`src/rtl/baud_div_prog_if.sv`:
```
// Control/strobe bundle for the programmable baud divider.
// The master drives the controls and the slave returns the divided outputs.
interface baud_div_prog_if #(
  parameter int unsigned DIV_W = 12
);
  logic             en;
  logic             div_load;
  logic [DIV_W-1:0] div_val;
  logic             resync;
  logic             clk_out;
  logic             os_tick;
  logic             bit_tick;
  logic [DIV_W-1:0] cur_div;

  modport master (
    output en, div_load, div_val, resync,
    input  clk_out, os_tick, bit_tick, cur_div
  );

  modport slave (
    input  en, div_load, div_val, resync,
    output clk_out, os_tick, bit_tick, cur_div
  );
endinterface

```
`src/rtl/baud_div_prog.sv`:
```
// Runtime-programmable divider for clk59m: divided clock, oversample strobe and bit strobe.
// A new divisor takes effect only at a period boundary, or at once while the divider is idle.
module baud_div_prog #(
  parameter int unsigned DIV_W   = 12,
  parameter int unsigned DEF_DIV = 32,
  parameter int unsigned OVS     = 16,
  parameter int unsigned OVS_W   = 5
) (
  input  logic            clk59m,
  input  logic            rst,
  baud_div_prog_if.slave  bus
);

  logic [DIV_W-1:0] cnt_q, cnt_d;
  logic [DIV_W-1:0] div_q, div_d;
  logic [DIV_W-1:0] pend_q, pend_d;
  logic             pend_vld_q, pend_vld_d;
  logic [OVS_W-1:0] os_cnt_q, os_cnt_d;
  logic             clk_out_q, clk_out_d;
  logic             os_tick_q, os_tick_d;
  logic             bit_tick_q, bit_tick_d;

  logic [DIV_W-1:0] val_clamp;
  logic [DIV_W:0]   hi;
  logic             at_zero;
  logic             wrap;

  always_comb begin
    val_clamp = (bus.div_val < DIV_W'(2)) ? DIV_W'(2) : bus.div_val;
    hi        = ({1'b0, div_q} + (DIV_W+1)'(1)) >> 1;
    at_zero   = (cnt_q == '0);
    wrap      = (cnt_q == div_q - DIV_W'(1));

    cnt_d      = cnt_q;
    div_d      = div_q;
    pend_d     = pend_q;
    pend_vld_d = pend_vld_q;
    os_cnt_d   = os_cnt_q;
    clk_out_d  = 1'b0;
    os_tick_d  = 1'b0;
    bit_tick_d = 1'b0;

    if (!bus.en) begin
      cnt_d    = '0;
      os_cnt_d = '0;
      if (bus.div_load) begin
        div_d  = val_clamp;
        pend_d = val_clamp;
      end
    end else begin
      // Outputs decode the current count, so they trail cnt by one cycle.
      clk_out_d  = ({1'b0, cnt_q} < hi);
      os_tick_d  = at_zero;
      bit_tick_d = at_zero && (os_cnt_q == '0);

      cnt_d = wrap ? '0 : cnt_q + DIV_W'(1);
      if (at_zero)
        os_cnt_d = (os_cnt_q == OVS_W'(OVS - 1)) ? '0 : os_cnt_q + OVS_W'(1);

      // Wrap consumes the old pending value; a load on the same cycle re-arms it.
      if (wrap && pend_vld_q) begin
        div_d      = pend_q;
        pend_vld_d = 1'b0;
      end
      if (bus.div_load) begin
        pend_d     = val_clamp;
        pend_vld_d = 1'b1;
      end

      if (bus.resync) begin
        cnt_d    = '0;
        os_cnt_d = OVS_W'(OVS / 2);
      end
    end
  end

  always_ff @(posedge clk59m or negedge rst) begin
    if (!rst) begin
      cnt_q      <= '0;
      div_q      <= DIV_W'(DEF_DIV);
      pend_q     <= DIV_W'(DEF_DIV);
      pend_vld_q <= 1'b0;
      os_cnt_q   <= '0;
      clk_out_q  <= 1'b0;
      os_tick_q  <= 1'b0;
      bit_tick_q <= 1'b0;
    end else begin
      cnt_q      <= cnt_d;
      div_q      <= div_d;
      pend_q     <= pend_d;
      pend_vld_q <= pend_vld_d;
      os_cnt_q   <= os_cnt_d;
      clk_out_q  <= clk_out_d;
      os_tick_q  <= os_tick_d;
      bit_tick_q <= bit_tick_d;
    end
  end

  assign bus.clk_out  = clk_out_q;
  assign bus.os_tick  = os_tick_q;
  assign bus.bit_tick = bit_tick_q;
  assign bus.cur_div  = div_q;

endmodule

```
`src/flat_wrapper.sv`:
```
// flat-port wrapper written by rule: the top's interface ports become plain ports
module baud_div_prog_flat 
#(
  parameter int unsigned DIV_W   = 12,
  parameter int unsigned DEF_DIV = 32,
  parameter int unsigned OVS     = 16,
  parameter int unsigned OVS_W   = 5
)
  (clk59m, rst, bus_en, bus_div_load, bus_div_val, bus_resync, bus_clk_out, bus_os_tick, bus_bit_tick, bus_cur_div);
  baud_div_prog_if #(.DIV_W(DIV_W)) bus_i ();
  input  logic clk59m;
  input  logic rst;
  input wire logic [$bits(bus_i.en)-1:0] bus_en;
  input wire logic [$bits(bus_i.div_load)-1:0] bus_div_load;
  input wire logic [$bits(bus_i.div_val)-1:0] bus_div_val;
  input wire logic [$bits(bus_i.resync)-1:0] bus_resync;
  output wire logic [$bits(bus_i.clk_out)-1:0] bus_clk_out;
  output wire logic [$bits(bus_i.os_tick)-1:0] bus_os_tick;
  output wire logic [$bits(bus_i.bit_tick)-1:0] bus_bit_tick;
  output wire logic [$bits(bus_i.cur_div)-1:0] bus_cur_div;
  assign bus_i.en = bus_en;
  assign bus_i.div_load = bus_div_load;
  assign bus_i.div_val = bus_div_val;
  assign bus_i.resync = bus_resync;
  assign bus_clk_out = bus_i.clk_out;
  assign bus_os_tick = bus_i.os_tick;
  assign bus_bit_tick = bus_i.bit_tick;
  assign bus_cur_div = bus_i.cur_div;
  baud_div_prog #(.DIV_W(DIV_W), .DEF_DIV(DEF_DIV), .OVS(OVS), .OVS_W(OVS_W)) u_core (.clk59m(clk59m), .rst(rst), .bus(bus_i));
endmodule
```
`config.mk`:
```
export PLATFORM = sky130hd
export DESIGN_NAME = baud_div_prog_flat
export DESIGN_NICKNAME = d
export VERILOG_FILES = /design/src/rtl/baud_div_prog_if.sv /design/src/rtl/baud_div_prog.sv /design/src/flat_wrapper.sv
export SDC_FILE = /design/constraint.sdc
export NUM_CORES = 1
export LEC_CHECK = 0
export ABC_AREA = 1
export CAP_MARGIN = 5
export CELL_PAD_IN_SITES_DETAIL_PLACEMENT = 1
export CELL_PAD_IN_SITES_GLOBAL_PLACEMENT = 1
export CORE_AREA = 8 8 93 95
export DETAILED_ROUTE_END_ITERATION = 8
export DIE_AREA = 0 0 101 103
export PLACE_DENSITY_LB_ADDON = 0.12
export REMOVE_ABC_BUFFERS = 1
export SLEW_MARGIN = 20
export SYNTH_ARGS = -nofsm -noshare
export SYNTH_HDL_FRONTEND = slang
export SYNTH_SLANG_ARGS = --single-unit
```
`constraint.sdc`:
```
create_clock -name clk59m -period 3.5 [get_ports clk59m]
set_input_delay 0.7 -clock clk59m [delete_from_list [all_inputs] [get_ports clk59m]]
set_output_delay 0.7 -clock clk59m [all_outputs]
set_load 0.005 [all_outputs]
```
==> impl_metrics.ini <==
[clocking]
clockBufferDepth = 2
numClockSinks = 45
post_cts_buffers = 0
clk_pin_slew_ns = 0.08
ctsHoldBuffers = 0
h-tree-depth = 2
insertion_delay_ns = 0.30
cts_buffers = 5
cts_tree = yes
cts-root-buf = clkbuf_8
cts_resized = 0

[worst_setup_path]
crit_path_end = u_core.bus.clk_out
required_ns = 3.72
end_kind = flop
timing.rr.start = u_core.bus.cur_div[1]
crit_type = reg -> reg
crit_arrival_ns = 2.85
reg2reg_slack_ns = 0.86
crit_path_start = u_core.bus.cur_div[1]
r2r_cells = 11
path_max_fanout = 5
reg2reg_to = u_core.bus.clk_out
worst_setup_path_start_kind = flop

[yosys]
seq_area_frac_synth = 0.364
synth-warning-count = 0
netlist_area_mm2 = 0.00310
synth_top_area_cell = dfrtp_1
yosys-top-cells-area = dfrtp_1 35%, nand2_1 14%, ha_1 6.9%
synth_top_flop_cell = dfrtp_1
synth.top_cell.area_share = 0.347
async_flop_share = 1.00
synth_area_per_cell_um2 = 7.44
yosys_register_bits = 45
synth_edf_count = 0
synth_cells = 417
synth_cell_type_count = 39

[placement]
routabilityCongestion = 0.826
dp_slack_ns = 0.841
hpwlAfterDp_um = 6320
place_inst = 534
io_buffers = 31

[sta]
setup_viol_count_final = 0
hold_viol = 0
slew_viol_final = 0
rsz0062_at_grt = no
layout_min_cycle_time_ns = 2.64
finalCritPeriodShare = 0.753
post-route-worst-setup-slack_ns = 0.864
skew_ns = 0.00293
setup_tns_ns = 0
slew_headroom = 0.605
max_clock_freq_ghz = 0.379
worstMarginPinSlew_ns = 0.593

[power_and_ir_drop]
peakVddDrop_mv = 0.204
p_per_area_mw_per_mm2 = 375
leakagePower_nw = 1.65

[floorplan]
initial_core_util = 0.435
die-area_mm2 = 0.0104
die_y_um = 103
pin_count = 32
core_mm2 = 0.00714
die_x_um = 101
row_count = 31

[global_route]
antenna_found_initial = 0
grt_pass1_vias = 2922
grt_max_degree = 46
grtUsageTotal = 0.169
grt_overflow = 0
grt_pass1_wl_um = 14000

[final_layout]
n_antenna_cell = 0
fin_util = 0.494
drive_gt1_frac = 0.0655
fill_cells = 925
fin_cells = 542
syn_to_final_growth_pct = 13.8
fin_nets = 476

[routing]
wl_per_cell_um = 14.7
wl_um = 7990
avgViaCountPerCell = 5.03
drt_pass1_iterations = 4
via_count = 2725
drt_iter0_markers = 71
drc_errors = 0
drtAntennaViolNets = 0

[run_status]
status = finished clean

[min_path]
hp-class = in -> async

[flow_run]
max_cap_viol_count = 0
worst min-delay path by stage:
| stage | start | end | slack [ns] | cells past startpoint |
|---|---|---|---|---|
| after CTS | u_core.os_cnt_q[4] | u_core.bus.bit_tick | 0.48 | 1 |
| after global routing | rst | u_core.pend_q[0] | 0.45 | 1 |
| after floorplan | rst | u_core.bus.bit_tick | 0.40 | 0 |
| after global placement | u_core.pend_q[9] | u_core.pend_q[9] | 0.47 | 2 |
| after detailed placement | u_core.os_cnt_q[4] | u_core.bus.bit_tick | 0.46 | 1 |
| final | rst | u_core.pend_q[0] | 0.40 | 1 |
logic make-up after synthesis:
group / count (synthesis) / share of synthesized area
buffers and inverters: 66 / 0.0940
and+or+nand+nor: 220 / 0.332
xor gates and xnor gates: 20 / 0.0565
AOI/OAI and AO/OA: 49 / 0.0851
adders and majority gates: 17 / 0.0686
DFF: 45 / 0.364
metrics by stage:
stage	area (µm²)	hold WS, ns	total power, mW
5_1_grt	3530	0.445	1.42
4_1_cts	3530	0.482	1.35
6_report	3530	0.403	1.32
2_1_floorplan	3000	0.404	0.856
3_3_place_gp	3450	0.467	1.01
3_5_place_dp	3450	0.460	1.02
registers in the layout, summed over array words and instances, names as in the netlist:
name                 flops
u_core.bus.clk_out       1
u_core.os_cnt_q          5
u_core.bus.cur_div      12
u_core.bus.os_tick       1
u_core.pend_vld_q        1
u_core.bus.bit_tick      1
u_core.cnt_q            12
u_core.pend_q           12
critical path, cell delays in order, from the launching register on:
cell and delay (ns):
dfrtp_1 0.53, ha_1 0.25, nand3_1 0.13, nor3_1 0.31, inv_1 0.07, nor2_1 0.15
and3_1 0.20, xor2_1 0.17, ha_1 0.28, a21oi_1 0.16, o221ai_1 0.12, nor3_1 0.18
layer usage:
| layer | global-route usage | vias up | routed length, µm |
|---|---|---|---|
| met1 | 0.207 | 1288 | 3720 |
| met2 | 0.295 | 39 | 3890 |
| li1 | - | 1385 | - |
| met5 | 0 | - | 0 |
| met4 | 0.0573 | 0 | 163 |
| met3 | 0.0277 | 13 | 227 |
synthesized netlist by cell type (6+ instances only):
cell type	instances
clkbuf_1	6
nor3_1	11
dfrtp_1	43
o21ai_0	34
ha_1	17
inv_1	49
a21oi_1	8
nand4_1	6
nand3_1	31
xor2_1	14
nand2_1	113
nor2_1	35
xnor2_1	6
report_power, final:
part	internal, mW	total, mW	switching, mW
logic	0.163	0.381	0.218
registers	0.560	0.626	0.0653
clock network	0.142	0.317	0.175
total	0.866	1.32	0.458
area by class of cell:
class | instances | area, µm² | area share
Multi-Input combinational cell | 306 | 1680 | 0.477
Sequential cell | 45 | 1130 | 0.320
Timing Repair Buffer | 33 | 323 | 0.0915
Inverter | 51 | 191 | 0.0543
Tap cell | 99 | 124 | 0.0351
Clock buffer | 8 | 80.1 | 0.0227
cells in the final DEF, fill, tap and decap left out, drive strengths merged, types with 6 or more instances in the layout:
| master | instances |
|---|---|
| nand2 | 118 |
| dfrtp | 43 |
| nor2 | 43 |
| clkdlybuf4s50 | 30 |
| nand4 | 7 |
| a21oi | 9 |
| nor3 | 13 |
| inv | 50 |
| nand3 | 31 |
| o21ai | 35 |
| clkbuf | 8 |
| xnor2 | 6 |
| ha | 17 |
| xor2 | 14 |
Note: power is estimated with default switching activity, not from simulation.
